==> src/rtl/uart_pkg.sv <==
// Shared UART definitions: bit-level FSM state encoding, frame geometry and
// baud divider derivation used by both receive and transmit paths.
package uart_pkg;

    typedef enum logic [1:0] {
        ST_IDLE  = 2'd0,
        ST_START = 2'd1,
        ST_DATA  = 2'd2,
        ST_STOP  = 2'd3
    } uart_state_e;

    localparam int unsigned DATA_BITS  = 8;
    localparam int unsigned WORD_BYTES = 4;

    // Integer clocks per serial bit; fractional remainder is dropped.
    function automatic int unsigned clks_per_bit(input int unsigned clk_freq,
                                                 input int unsigned baud);
        return clk_freq / baud;
    endfunction

endpackage

==> src/rtl/uart_rx_byte.sv <==
// Bit-level 8N1 receiver: synchronizes RXD, finds the start-bit midpoint and
// samples data/stop bits one bit period apart.
module uart_rx_byte
    import uart_pkg::*;
#(
    parameter int unsigned CLKS_PER_BIT = 5208
) (
    input  logic       clk,
    input  logic       rst,
    input  logic       rxd_i,
    output logic [7:0] byte_o,
    output logic       byte_valid_o,
    output logic       frame_err_o
);

    localparam int unsigned TW = $clog2(CLKS_PER_BIT + 1);
    localparam int unsigned BW = $clog2(DATA_BITS);
    localparam logic [TW-1:0] HALF_LAST = TW'(CLKS_PER_BIT / 2 - 1);
    localparam logic [TW-1:0] BIT_LAST  = TW'(CLKS_PER_BIT - 1);
    localparam logic [BW-1:0] LAST_BIT  = BW'(DATA_BITS - 1);

    logic                 rxd_meta_q;
    logic                 rxd_sync_q;
    uart_state_e          state_q;
    logic [TW-1:0]        timer_q;
    logic [BW-1:0]        bit_cnt_q;
    logic [DATA_BITS-1:0] shift_q;
    logic [7:0]           byte_q;
    logic                 byte_valid_q;
    logic                 frame_err_q;

    // Two-flop synchronizer, idle-high so reset never looks like a start bit.
    always_ff @(posedge clk) begin
        if (rst) begin
            rxd_meta_q <= 1'b1;
            rxd_sync_q <= 1'b1;
        end else begin
            rxd_meta_q <= rxd_i;
            rxd_sync_q <= rxd_meta_q;
        end
    end

    always_ff @(posedge clk) begin
        if (rst) begin
            state_q      <= ST_IDLE;
            timer_q      <= '0;
            bit_cnt_q    <= '0;
            shift_q      <= '0;
            byte_q       <= '0;
            byte_valid_q <= 1'b0;
            frame_err_q  <= 1'b0;
        end else begin
            byte_valid_q <= 1'b0;
            frame_err_q  <= 1'b0;
            case (state_q)
                ST_IDLE: begin
                    timer_q   <= '0;
                    bit_cnt_q <= '0;
                    if (!rxd_sync_q) begin
                        state_q <= ST_START;
                    end
                end
                ST_START: begin
                    // A line already high again at mid-start was a glitch.
                    if (timer_q == HALF_LAST) begin
                        timer_q <= '0;
                        state_q <= rxd_sync_q ? ST_IDLE : ST_DATA;
                    end else begin
                        timer_q <= timer_q + TW'(1);
                    end
                end
                ST_DATA: begin
                    if (timer_q == BIT_LAST) begin
                        timer_q   <= '0;
                        shift_q   <= {rxd_sync_q, shift_q[DATA_BITS-1:1]};
                        bit_cnt_q <= bit_cnt_q + BW'(1);
                        if (bit_cnt_q == LAST_BIT) begin
                            state_q <= ST_STOP;
                        end
                    end else begin
                        timer_q <= timer_q + TW'(1);
                    end
                end
                ST_STOP: begin
                    // Leave at the stop midpoint so a back-to-back start is seen.
                    if (timer_q == BIT_LAST) begin
                        timer_q <= '0;
                        state_q <= ST_IDLE;
                        if (rxd_sync_q) begin
                            byte_q       <= shift_q;
                            byte_valid_q <= 1'b1;
                        end else begin
                            frame_err_q  <= 1'b1;
                        end
                    end else begin
                        timer_q <= timer_q + TW'(1);
                    end
                end
                default: begin
                    state_q <= ST_IDLE;
                end
            endcase
        end
    end

    assign byte_o       = byte_q;
    assign byte_valid_o = byte_valid_q;
    assign frame_err_o  = frame_err_q;

endmodule

==> src/rtl/uart_rx_joiner.sv <==
// Joins received bytes into 32-bit words (first byte in the MSBs), dropping a
// partial word on a framing error or after an idle timeout.
module uart_rx_joiner
    import uart_pkg::*;
#(
    parameter int unsigned CLK_FREQ     = 50000000,
    parameter int unsigned BAUD         = 9600,
    parameter int unsigned TIMEOUT_BITS = 20
) (
    input  logic        clk,
    input  logic        rst,
    input  logic        RXD,
    output logic [7:0]  byteOut,
    output logic        byteValid,
    output logic [31:0] wordOut,
    output logic        wordValid,
    output logic        frameErr
);

    localparam int unsigned CLKS_PER_BIT = clks_per_bit(CLK_FREQ, BAUD);
    localparam int unsigned TMO_LIMIT    = TIMEOUT_BITS * CLKS_PER_BIT;
    localparam int unsigned TMO_W        = $clog2(TMO_LIMIT + 1);
    localparam int unsigned CW           = $clog2(WORD_BYTES);
    localparam logic [TMO_W-1:0] TMO_MAX  = TMO_W'(TMO_LIMIT);
    localparam logic [TMO_W-1:0] TMO_LAST = TMO_W'(TMO_LIMIT - 1);
    localparam logic [CW-1:0]    CNT_LAST = CW'(WORD_BYTES - 1);

    logic [7:0]       rx_byte;
    logic             rx_valid;
    logic             rx_ferr;

    logic [23:0]      shift_q;
    logic [CW-1:0]    count_q;
    logic [TMO_W-1:0] tmo_q;
    logic [31:0]      word_q;
    logic             word_valid_q;
    logic             timeout_c;

    uart_rx_byte #(
        .CLKS_PER_BIT (CLKS_PER_BIT)
    ) u_rx_byte (
        .clk          (clk),
        .rst          (rst),
        .rxd_i        (RXD),
        .byte_o       (rx_byte),
        .byte_valid_o (rx_valid),
        .frame_err_o  (rx_ferr)
    );

    // Fires on the TMO_LIMIT-th consecutive cycle without a byte.
    assign timeout_c = (count_q != '0) && !rx_valid && (tmo_q == TMO_LAST);

    // Idle timer: restarts on each byte, saturates so it never wraps.
    always_ff @(posedge clk) begin
        if (rst) begin
            tmo_q <= '0;
        end else if (rx_valid) begin
            tmo_q <= '0;
        end else if (tmo_q != TMO_MAX) begin
            tmo_q <= tmo_q + TMO_W'(1);
        end
    end

    always_ff @(posedge clk) begin
        if (rst) begin
            shift_q      <= '0;
            count_q      <= '0;
            word_q       <= '0;
            word_valid_q <= 1'b0;
        end else begin
            word_valid_q <= 1'b0;
            if (rx_ferr || timeout_c) begin
                shift_q <= '0;
                count_q <= '0;
            end else if (rx_valid) begin
                shift_q <= {shift_q[15:0], rx_byte};
                if (count_q == CNT_LAST) begin
                    word_q       <= {shift_q, rx_byte};
                    word_valid_q <= 1'b1;
                    count_q      <= '0;
                end else begin
                    count_q <= count_q + CW'(1);
                end
            end
        end
    end

    assign byteOut   = rx_byte;
    assign byteValid = rx_valid;
    assign frameErr  = rx_ferr;
    assign wordOut   = word_q;
    assign wordValid = word_valid_q;

endmodule

==> config.mk <==
export PLATFORM = sky130hd
export DESIGN_NAME = uart_rx_joiner
export DESIGN_NICKNAME = d
export VERILOG_FILES = /design/src/rtl/uart_pkg.sv /design/src/rtl/uart_rx_byte.sv /design/src/rtl/uart_rx_joiner.sv
export SDC_FILE = /design/constraint.sdc
export NUM_CORES = 1
export LEC_CHECK = 0
export CAP_MARGIN = 20
export CORE_AREA = 3 3 110 102
export CTS_CLUSTER_SIZE = 10
export DETAILED_ROUTE_END_ITERATION = 16
export DIE_AREA = 0 0 113 105
export PLACE_DENSITY = 0.69
export SKIP_LAST_GASP = 1
export SLEW_MARGIN = 20
export SYNTH_ARGS = -nofsm -noshare
export SYNTH_HDL_FRONTEND = slang
export SYNTH_SLANG_ARGS = --single-unit
==> constraint.sdc <==
create_clock -name clk -period 2.3 [get_ports clk]
set_input_delay 0.46 -clock clk [delete_from_list [all_inputs] [get_ports clk]]
set_output_delay 0.46 -clock clk [all_outputs]
set_load 0.01 [all_outputs]
==> Yosys cells after proc, flatten, opt, wreduce, memory -nomap -nowiden <==
Cells that the tools add are included.
Widths: inputs -> output; s select.
{ "word_totals": {"regBits": 114, "latchBits": 0, "mem_bits_rw": 0, "romBits": 0, "input_bits": 3, "output_inout_bits": 43, "word_cells": 69, "n_memories": 0} }
{ "classes": {"n_addsub": 4, "multipliers": 0, "div": 0, "magnitude_cmp": 0, "n_eq_ne": 14, "shifts": 0, "n_mux": 16, "bitwise_logic": 4, "n_reduce_logical": 17} }
{ "op_table": {"columns": ["cell", "count"], "rows": [
  ["$pmux 13 s3", 1],
  ["$mux 13", 2],
  ["$add 17x1->17 const B", 1],
  ["$eq 17x17->1 const B", 1],
  ["$ne 17x17->1 const B", 1],
  ["$mux 2", 7],
  ["$add 13x1->13 const B", 1],
  ["$eq 13x12->1 const B", 1],
  ["$eq 13x13->1 const B", 1],
  ["$ne 2x1->1 const B", 4],
  ["$pmux 2 s4", 1],
  ["$eq 2x2->1 const B", 3],
  ["$pmux 3 s2", 1],
  ["$reduce_and 3->1", 2],
  ["$reduce_or 2->1", 3],
  ["$reduce_or 3->1", 2],
  ["$reduce_and 5->1", 1],
  ["$not 1->1", 4],
  ["$reduce_and 2->1", 2],
  ["$reduce_bool 2->1", 2],
  ["$add 3x1->3 const B", 1],
  ["$eq 3x3->1 const B", 1],
  ["$mux 1", 3],
  ["$mux 3", 1],
  ["other kinds (7)", 8]
]} }

==> Logic depth before layout (Yosys ltp) <==
Gate-level depths: netlist of the first run.
{ "logic_depth": {"word_depth": 6, "mapped_depth": 7, "mapped_depth_nobuf": 5} }

==> Modules after synthesis <==
From an unflattened synthesis of the first run, not the netlist that was laid out.
{ "unflattened": {"hier_cells": 499, "hier_area_um2": 4611.9} }
{ "modules_own_cells": {"columns": ["mod", "n_inst", "cells_each", "area_each_um2", "seq_area_each_um2"], "rows": [
  ["uart_rx_joiner", 1, 333, 2956.6, 1521.5],
  ["uart_rx_byte", 1, 166, 1655.3, 760.7]
]} }

==> Least setup slack after synthesis of the first run <==
OpenSTA, ideal clock, no wires.
{ "synth_path": {"path_type": "reg-to-reg", "startpoint": "reg tmo_q[0]", "endpoint": "reg shift_q[3]", "setup_time_ns": 0.114, "arrival_time_ns": 1.604, "required_time_ns": 2.186, "slack_ns": 0.582, "path_stages_with_launch": 8, "n_path_buf": 2, "synth_period_minus_slack_ns": 1.718, "cell_sequence": "dfxtp_1 -> ha_1 -> buf_6 -> nand4_1 -> or4_1 -> o21ai_4 -> buf_6 -> nor2_1"} }
{ "synth_via": {"elab_chain_len": 4} }
{ "synth_rtl": {"columns": ["element", "line", "text"], "rows": [
  ["start, declared", "uart_rx_joiner.sv:34", "logic [TMO_W-1:0] tmo_q;"],
  ["start signal, assigned", "uart_rx_joiner.sv:60", "tmo_q <= tmo_q + TMO_W'(1);"],
  ["$eq 17x17->1", "uart_rx_joiner.sv:51", "assign timeout_c = (count_q != '0) && !rx_valid && (tmo_q == TMO_LAST);"],
  ["$logic_and 1x1->1", "uart_rx_joiner.sv:51", null],
  ["$logic_or 1x1->1", "uart_rx_joiner.sv:72", "if (rx_ferr || timeout_c) begin"],
  ["$reduce_or 2->1 (no line)", null, null],
  ["end signal, assigned", "uart_rx_joiner.sv:76", "shift_q <= {shift_q[15:0], rx_byte};"],
  ["end, declared", "uart_rx_joiner.sv:32", "logic [23:0] shift_q;"]
]} }
Every way passes these cells.
A chain may end at the register's enable or synchronous reset.

==> Worst setup path in the final report of the first run <==
{ "layout_path": {"startpoint": "reg u_rx_byte.byte_valid_q, in the netlist u_rx_byte.byte_valid_o", "endpoint": "out byteValid"} }
{ "layout_rtl": {"columns": ["element", "line", "text"], "rows": [
  ["start, declared", "uart_rx_byte.sv:29", "logic byte_valid_q;"],
  ["start signal, assigned", "uart_rx_byte.sv:50", "byte_valid_q <= 1'b0;"],
  ["start signal, assigned", "uart_rx_byte.sv:53", "byte_valid_q <= 1'b0;"],
  ["start signal, assigned", "uart_rx_byte.sv:91", "byte_valid_q <= 1'b1;"],
  ["end, declared", "uart_rx_joiner.sv:14", "output logic byteValid,"]
]} }
No word-level cell between the ends.

==> results.cfg, run 1 <==
[synth]
ys.warnings.count = 0
synth_nets = 507
synth_cells = 497
synth_edf_count = 0
synth_top_cell_by_area = dfxtp_1
synth_seq_cells = 114
async_reset_ff_frac = 0
synth_cell_types = 44
synth_top_area_share = 0.502
synthTopCellsByArea = dfxtp_1 (50%), mux2i_1 (9.2%), nand2_1 (6.1%), nor2_1 (6.1%), a21oi_1 (4.1%)
syn-cell-area_um2 = 4550
avgSynthCellArea_um2 = 9.15
yosysSeqAreaShare = 0.502
ys.flop_type = dfxtp_1

[global_routing]
grtUsageTotal = 0.168
grt.met2_usage = 0.263
grt_pass1_vias = 3394
antenna_found_initial = 0
grt_use_met1 = 0.219
met3_usage = 0.0567
grt_max_degree = 33
busiest_layer = met2
grt_pass1_wl_um = 16200
globalRouteOverflowTotal = 0

[cts]
post-cts-setup-buffer-count = 0
numCtsBuffers = 17
cts_sinks = 114
cts_tree = done
cts.repair.resized = 0
htreeDepth = 4
root_buffer = clkbuf_16
clk_pin_slew_ps = 60
cts.path.max_buffers = 2
holdBufCountCts = 0
clk_latency_ps = 410

[timing]
tightest_slew_ps = 615
hold_violations = 0
max_slew_margin = 0.590
finalSetupViolCount = 0
tns_ps = 0
period_share = 0.881
rsz0062_at_grt = false
slew_viol_final = 0
fmax_mhz = 494
fin_worst_skew_ps = 9.09
fin_crit_ps = 2030

[worst_setup_path]
startpoint = u_rx_byte.byte_valid_o
critPathSlowestCell = clkdlybuf4s50_1
slowest_delay_ps = 620
worstPathRequired_ps = 1840
timing.rr.start = u_rx_byte.timer_q[0]
critical_path_peak_fanout = 8
cpLargestDelayFamily = buffers and inverters
crit_path_cell_trace = clkdlybuf4s50_1
endpoint_kind = output pin
startpoint_type = flop
critPathBufInv = 1
cp.arrival_ps = 1570
critical_path_class = reg2out

[pwr]
powerDensity_nw_per_um2 = 801
p_seq_frac = 0.446
swShare = 0.239
p_switching_uw = 1070
comb_power_share = 0.020
peakVddDrop_mv = 0.390
leakage_uw = 0.00202
p_int_uw = 3420
finalPower_uw = 4500
clkPwrFrac = 0.534

[place]
port-buffer-count = 45
gp_congestion = 0.774
hpwl_um = 6300

[run]
timing.max_cap.violations = 0

[die]
dieWidth_um = 113
pin_count = 46
initial_core_util = 0.448
dieArea_um2 = 11900
row_count = 35
die_h_um = 105
core_um2 = 10200

[cells_and_area]
final_cell_mix = dfxtp_1 (114), nand2_1 (74), nor2_1 (73), clkdlybuf4s50_1 (44), mux2i_1 (42)
area_growth_pct = 23.5
layout_commonest_cell = dfxtp_1
final_nets = 550
drive_gt1_frac = 0.105
num_antenna_cells = 0
fillers = 943

[routing]
wl_per_cell_um = 13.9
num_vias = 3543
routed_wl_um = 9480
final_antenna_net_count = 0
avgViaCountPerCell = 5.20
drt-pass1-iter-count = 4
remaining_drc_errors = 0
drtIter0Drc = 195

[hold_path]
hold_start = u_rx_byte.rxd_meta_q
min_path_type = reg2reg

[status]
status = finished, final reports clean
==> per-layer routing <==
layer	share of wire	routed length, µm	vias up
met5	0	0	-
met4	0.0091	86	0
met1	0.47	4500	1674
li1	-	-	1785
met3	0.045	429	10
met2	0.47	4470	74
==> cell families (layout without fill, tap and decap cells) <==
group / Yosys count / in the layout / share of synthesized area
fa+ha+maj: 7 / 7 / 0.0193
simple gates: 222 / 222 / 0.233
buf+inv: 36 / 92 / 0.0421
flops: 114 / 114 / 0.502
compound gates: 55 / 55 / 0.0713
mux: 42 / 42 / 0.0925
xor+xnor: 21 / 21 / 0.0405
==> sequential cells by signal, indices dropped and copies added, names as in the netlist, named ones only <==
register and cells:
u_rx_byte.frame_err_o 1, u_rx_byte.rxd_meta_q 1, u_rx_byte.byte_o 8, u_rx_byte.bit_cnt_q 3, u_rx_byte.rxd_sync_q 1, u_rx_byte.state_q 1, u_rx_byte.timer_q 13, wordValid 1
u_rx_byte.shift_q 8, u_rx_byte.byte_valid_o 1, count_q 2, shift_q 24, wordOut 32, tmo_q 17
==> stage by stage <==
step	instance area [µm²]	hold slack (ps)	setup WS [ps]	utilization	std cells
floorplan	4550	389	582	-	497
global placement	5060	397	541	0.498	650
detailed placement	5060	403	470	0.498	650
CTS	5610	417	269	0.553	682
global route	5610	428	227	0.553	682
finish	5610	413	274	0.553	682
==> final cells by class <==
type | instances | area [µm²] | area share
clock inverter | 15 | 125 | 0.0223
multi-input combinational | 347 | 2080 | 0.370
timing repair buffer | 53 | 518 | 0.0923
tap | 129 | 161 | 0.0287
sequential | 114 | 2280 | 0.407
inverter | 7 | 26.3 | 0.00468
clock buffer | 17 | 425 | 0.0758
==> final timing paths <==
| check | to | slack (ps) | cells after the start |
|---|---|---|---|
| worst max-delay path | byteValid | 270 | 1 |
| worst min-delay path | u_rx_byte.rxd_sync_q | 410 | 1 |
| worst max register to register | u_rx_byte.timer_q[8] | 470 | 6 |
| worst min register to register | u_rx_byte.rxd_sync_q | 410 | 1 |
==> synthesized netlist by cell type, types with 2 or more instances <==
master    count
or4_1         2
nand4_1      15
buf_8         2
or3_1         4
nor3_1        8
buf_2         5
nor2_1       74
buf_6         3
or2_2         4
ha_1          7
xor2_1       14
xnor2_1       7
and4bb_2      4
o21ai_0       5
dfxtp_1     114
nand2_1      74
mux2i_1      42
inv_1         7
a31oi_1       4
and4_1        2
nor2b_1       2
and2_1        4
clkbuf_1     17
and3_1        4
nand3_1      16
a21oi_1      37
nand4_2       3
==> power groups by stage <==
stage | combinational, µW | clock, µW | sequential [µW]
6_report | 89.5 | 2400 | 2010
5_1_grt | 102 | 2550 | 2010
4_1_cts | 91.4 | 2450 | 2010
3_5_place_dp | 91.0 | 0 | 2050
3_3_place_gp | 88.3 | 0 | 2050
2_1_floorplan | 77.8 | 0 | 2040
(Power assumes the default switching activity.)
==> inputs of run 2 (changes only) <==
--- a/config.mk
+++ b/config.mk
@@ -7,10 +7,10 @@
 export LEC_CHECK = 0
 export CAP_MARGIN = 20
 export CORE_AREA = 3 3 110 102
-export CTS_CLUSTER_SIZE = 10
+export CTS_CLUSTER_SIZE = 16
 export DETAILED_ROUTE_END_ITERATION = 16
 export DIE_AREA = 0 0 113 105
-export PLACE_DENSITY = 0.69
+export HOLD_SLACK_MARGIN = 0.05
 export SKIP_LAST_GASP = 1
 export SLEW_MARGIN = 20
 export SYNTH_ARGS = -nofsm -noshare
==> run 2 against run 1 <==
Effect of this change: setup slack improved by 83 ps; sequential power barely moved; highest routed layer unchanged; non-clock buffer count fell by 2; fmax rose by 4.3%; clock skew barely moved; clock power rose by 2%.
==> results.cfg, run 2 (synthesis results as in run 1) <==
[worst_setup_path]
cp.arrival_ps = 2210
r2r_slack_ps = 360
r2r-end = u_rx_byte.byte_o[6]
critical_path_peak_fanout = 8
startpoint = u_rx_byte.timer_q[0]
startpoint_type = flop
r2r_cells = 5
timing.rr.start = u_rx_byte.timer_q[0]
worstPathRequired_ps = 2570
critical_path_class = reg2reg
endpoint_kind = flop

[place]
dp.cells = 648
hpwl_um = 6420
gp_congestion = 0.803
port-buffer-count = 45

[routing]
drt-pass1-iter-count = 4
remaining_drc_errors = 0
routed_wl_um = 9560
wl_per_cell_um = 14.1
top_layer = met4
met3_length_um = 429
avgViaCountPerCell = 5.21
wl_met2_um = 4420
num_vias = 3533
routedLengthMet1_um = 4590
final_antenna_net_count = 0
drtIter0Drc = 166

[status]
status = finished, final reports clean

[cells_and_area]
drive_gt1_frac = 0.0947
area_growth_pct = 23.5
final_nets = 548
final_cell_mix = dfxtp_1 (114), nand2_1 (74), nor2_1 (73), clkdlybuf4s50_1 (44), mux2i_1 (42)
fin_cells = 678
num_antenna_cells = 0
layout_commonest_cell = dfxtp_1
largest_reg_flops = 32

[die]
pin_count = 46
dieWidth_um = 113
core_um2 = 10200
dieArea_um2 = 11900
initial_core_util = 0.448
row_count = 35
die_h_um = 105

[cts]
numCtsBuffers = 17
htreeDepth = 4
cts.path.max_buffers = 2
root_buffer = clkbuf_16
cts.repair.resized = 0
clk_latency_ps = 400
post-cts-setup-buffer-count = 0
clk_pin_slew_ps = 50
holdBufCountCts = 0
cts_tree = done
cts_sinks = 114

[hold_path]
min_to = u_rx_byte.rxd_sync_q
min_path_type = reg2reg
hold_start = u_rx_byte.rxd_meta_q
holdPathStages = 1

[pwr]
comb_power_share = 0.019
p_int_uw = 3660
swShare = 0.196
clkPwrFrac = 0.539
powerDensity_nw_per_um2 = 810
p_seq_frac = 0.442
p_switching_uw = 892
leakage_uw = 0.00204
peakVddDrop_mv = 0.571

[timing]
period_share = 0.845
fin_worst_skew_ps = 9.16
fmax_mhz = 515
tightest_slew_ps = 616
tns_ps = 0
finalSetupViolCount = 0
slew_viol_final = 0
rsz0062_at_grt = false
max_slew_margin = 0.589
hold_violations = 0
fin_crit_ps = 1940

[global_routing]
grt_pass1_wl_um = 16100
grt_max_degree = 44
globalRouteOverflowTotal = 0
grt_pass1_vias = 3353
antenna_found_initial = 0
grtUsageTotal = 0.168

[run]
timing.max_cap.violations = 0
## run 2: worst max-delay path: stages, from the launching register on
cell	delay, ps
dfxtp_1	380
ha_1	360
and4bb_2	340
nand4_2	350
mux2i_1	310
nor2_1	60
## run 2: area by class of cell
| type | instances | area, µm² |
|---|---|---|
| clock buffer | 25 | 515 |
| clock inverter | 5 | 50.0 |
| fill | 954 | 4550 |
| inverter | 7 | 26.3 |
| multi-input combinational | 347 | 2080 |
| sequential | 114 | 2280 |
| tap | 129 | 161 |
| timing repair buffer | 51 | 503 |
## run 2: per-layer routing
metal | track usage | up-vias
met5 | 0 | -
met4 | 0.0592 | 0
met3 | 0.0550 | 11
met2 | 0.267 | 76
met1 | 0.214 | 1666
li1 | - | 1780
## run 2: worst max-delay path by stage
stage                                      to  slack, ps  cells past startpoint
after floorplan                    shift_q[3]        580                      7
after global placement    u_rx_byte.byte_o[5]        490                      5
after detailed placement  u_rx_byte.byte_o[6]        380                      5
after CTS                           byteValid        350                      1
after global routing      u_rx_byte.byte_o[6]        190                      5
final                     u_rx_byte.byte_o[6]        360                      5
## run 2: power groups by stage
stage / logic [µW] / registers (µW) / clock network, µW
final: 85.8 / 2010 / 2450
after detailed placement: 87.2 / 2050 / 0
after CTS: 87.1 / 2010 / 2510
after global routing: 96.9 / 2010 / 2610
after floorplan: 77.8 / 2040 / 0
after global placement: 85.9 / 2050 / 0
## run 2: metrics by stage
step	power (µW)	hold WS [ps]	cell area, µm²	utilization	setup WS, ps
after CTS	4610	405	5610	0.553	347
after floorplan	2120	389	4550	-	582
final	4550	409	5610	0.553	357
after detailed placement	2140	396	5050	0.497	380
after global routing	4710	412	5610	0.553	188
after global placement	2130	392	5050	0.497	495
==> inputs of run 3 (changes only) <==
==> constraint.sdc (replaced) <==
create_clock -name clk -period 2 [get_ports clk]
set_input_delay 0.4 -clock clk [delete_from_list [all_inputs] [get_ports clk]]
set_output_delay 0.4 -clock clk [all_outputs]
set_load 0.01 [all_outputs]
==> run 3 against run 2 <==
Effect of this change: hold slack got worse by 120 ps; global-route usage increased by 0.36 points; critical endpoint is now byteOut[5]; total power increased by 18%; critical path type is now reg2out; highest routed layer unchanged; count of clock-buffer cells in the layout decreased by 8; flip-flop and latch count unchanged; critical path depth decreased by 4; die area unchanged; combinational power increased by 21%; cell area increased by 0.78%; routed wire length increased by 1.1%; clock skew decreased by 0.98 ps.
==> results.cfg, run 3 (synthesis results as in run 1) <==
[status]
status = finished, final reports clean

[global_routing]
grt_pass1_wl_um = 16500
grt_max_degree = 33
grt_pass1_vias = 3376
grtUsageTotal = 0.172
antenna_found_initial = 0
globalRouteOverflowTotal = 0

[run]
timing.max_cap.violations = 0

[cts]
cts.path.max_buffers = 2
htreeDepth = 4
root_buffer = clkbuf_16
clk_pin_slew_ps = 50
numCtsBuffers = 17
post-cts-setup-buffer-count = 0
clk_latency_ps = 400
cts_sinks = 114
cts_tree = done

[timing]
max_slew_margin = 0.586
finalSetupViolCount = 0
fmax_mhz = 538
period_share = 0.929
tightest_slew_ps = 621
tns_ps = 0
slew_viol_final = 0
hold_violations = 0
fin_crit_ps = 1860
rsz0062_at_grt = false
worst_slack_ps = 142
fin_worst_skew_ps = 8.18

[worst_setup_path]
r2r_slack_ps = 300
timing.rr.start = u_rx_byte.timer_q[0]
startpoint = u_rx_byte.byte_o[5]
worstPathRequired_ps = 1600
crit_path_cell_trace = clkdlybuf4s50_1
critPathCapture = byteOut[5]
critPathSlowestCell = clkdlybuf4s50_1
endpoint_kind = output pin
critPathBufInv = 1
cpLargestDelayFamily = buffers and inverters
r2r-end = u_rx_byte.byte_o[7]
path_depth = 1
cp.arrival_ps = 1460
critical_path_class = reg2out
r2r_cells = 5
slowest_delay_ps = 590
startpoint_type = flop
critical_path_peak_fanout = 4

[hold_path]
min_path_type = in2reg

[cells_and_area]
final_nets = 551
final_cell_mix = dfxtp_1 (113), nand2_1 (74), nor2_1 (73), clkdlybuf4s50_1 (44), mux2i_1 (42)
area_growth_pct = 24.4
largest_reg_flops = 32
drive_gt1_frac = 0.108
layout_commonest_cell = dfxtp_1
fin_util = 0.557
num_antenna_cells = 0

[die]
pin_count = 46
die_h_um = 105
row_count = 35
core_um2 = 10200
dieArea_um2 = 11900
initial_core_util = 0.448
dieWidth_um = 113

[pwr]
powerDensity_nw_per_um2 = 949
finalPower_uw = 5370
leakage_uw = 0.00205
peakVddDrop_mv = 0.567

[routing]
routed_wl_um = 9660
avgViaCountPerCell = 5.19
final_antenna_net_count = 0
wl_per_cell_um = 14.1
drt-pass1-iter-count = 4
drtIter0Drc = 217
num_vias = 3543
remaining_drc_errors = 0

[place]
port-buffer-count = 45
dp_worst_setup_slack_ps = 318
hpwl_um = 6330
gp_congestion = 0.797
-- run 3: cell count changes in the layout (fill, tap and decap cells not counted), moves of 2 or more --
cell / delta
clkbuf_8: -6
clkbuf_1: -2
clkinvlp_4: +2
buf_4: +3
inv_6: +2
clkinv_4: +6
-- run 3: per-stage QoR --
stage | instances | instance area, µm² | hold WS (ps)
after global placement | 651 | 5070 | 394
after floorplan | 497 | 4550 | 389
final | 683 | 5660 | 292
after CTS | 683 | 5660 | 281
after detailed placement | 651 | 5070 | 398
after global routing | 683 | 5660 | 314
-- run 3: power by group --
| group | leakage [µW] | switching (µW) | total (µW) | internal, µW |
|---|---|---|---|---|
| Combinational | 0.000850 | 67.8 | 104 | 35.8 |
| Sequential | 0.000920 | 21.8 | 2310 | 2290 |
| Clock | 0.000284 | 1110 | 2960 | 1840 |
-- run 3: area by class of cell --
type,instances,area (µm²)
tap,129,161
multi-input combinational,347,2080
clock inverter,15,160
sequential,114,2280
timing repair buffer,54,526
fill,962,4500
clock buffer,17,425
inverter,7,26.3
-- run 3: worst min-delay path by stage --
stage / to / start / slack [ps] / cells past startpoint
2_1_floorplan: u_rx_byte.rxd_sync_q / u_rx_byte.rxd_meta_q / 390 / 1
3_5_place_dp: u_rx_byte.rxd_sync_q / u_rx_byte.rxd_meta_q / 400 / 1
3_3_place_gp: u_rx_byte.rxd_sync_q / u_rx_byte.rxd_meta_q / 390 / 1
4_1_cts: u_rx_byte.bit_cnt_q[1] / rst / 280 / 2
5_1_grt: u_rx_byte.bit_cnt_q[0] / rst / 310 / 2
6_report: u_rx_byte.bit_cnt_q[1] / rst / 290 / 2
-- run 3: routing by layer --
metal  GRT usage  vias up  routed length (µm)
met5           0        -                   0
met4      0.0438        0                  62
met3      0.0585        7                 453
met2       0.263       71                4420
met1       0.232     1671                4730
li1            -     1794                   -
-- run 3: what timing repair did --
action / in CTS / in global routing
setup endpoints to repair: 0 / 1
hold buffers: 0 / 0
gates resized for setup: 0 / 1
endpoints found under the hold margin: 0 / 0
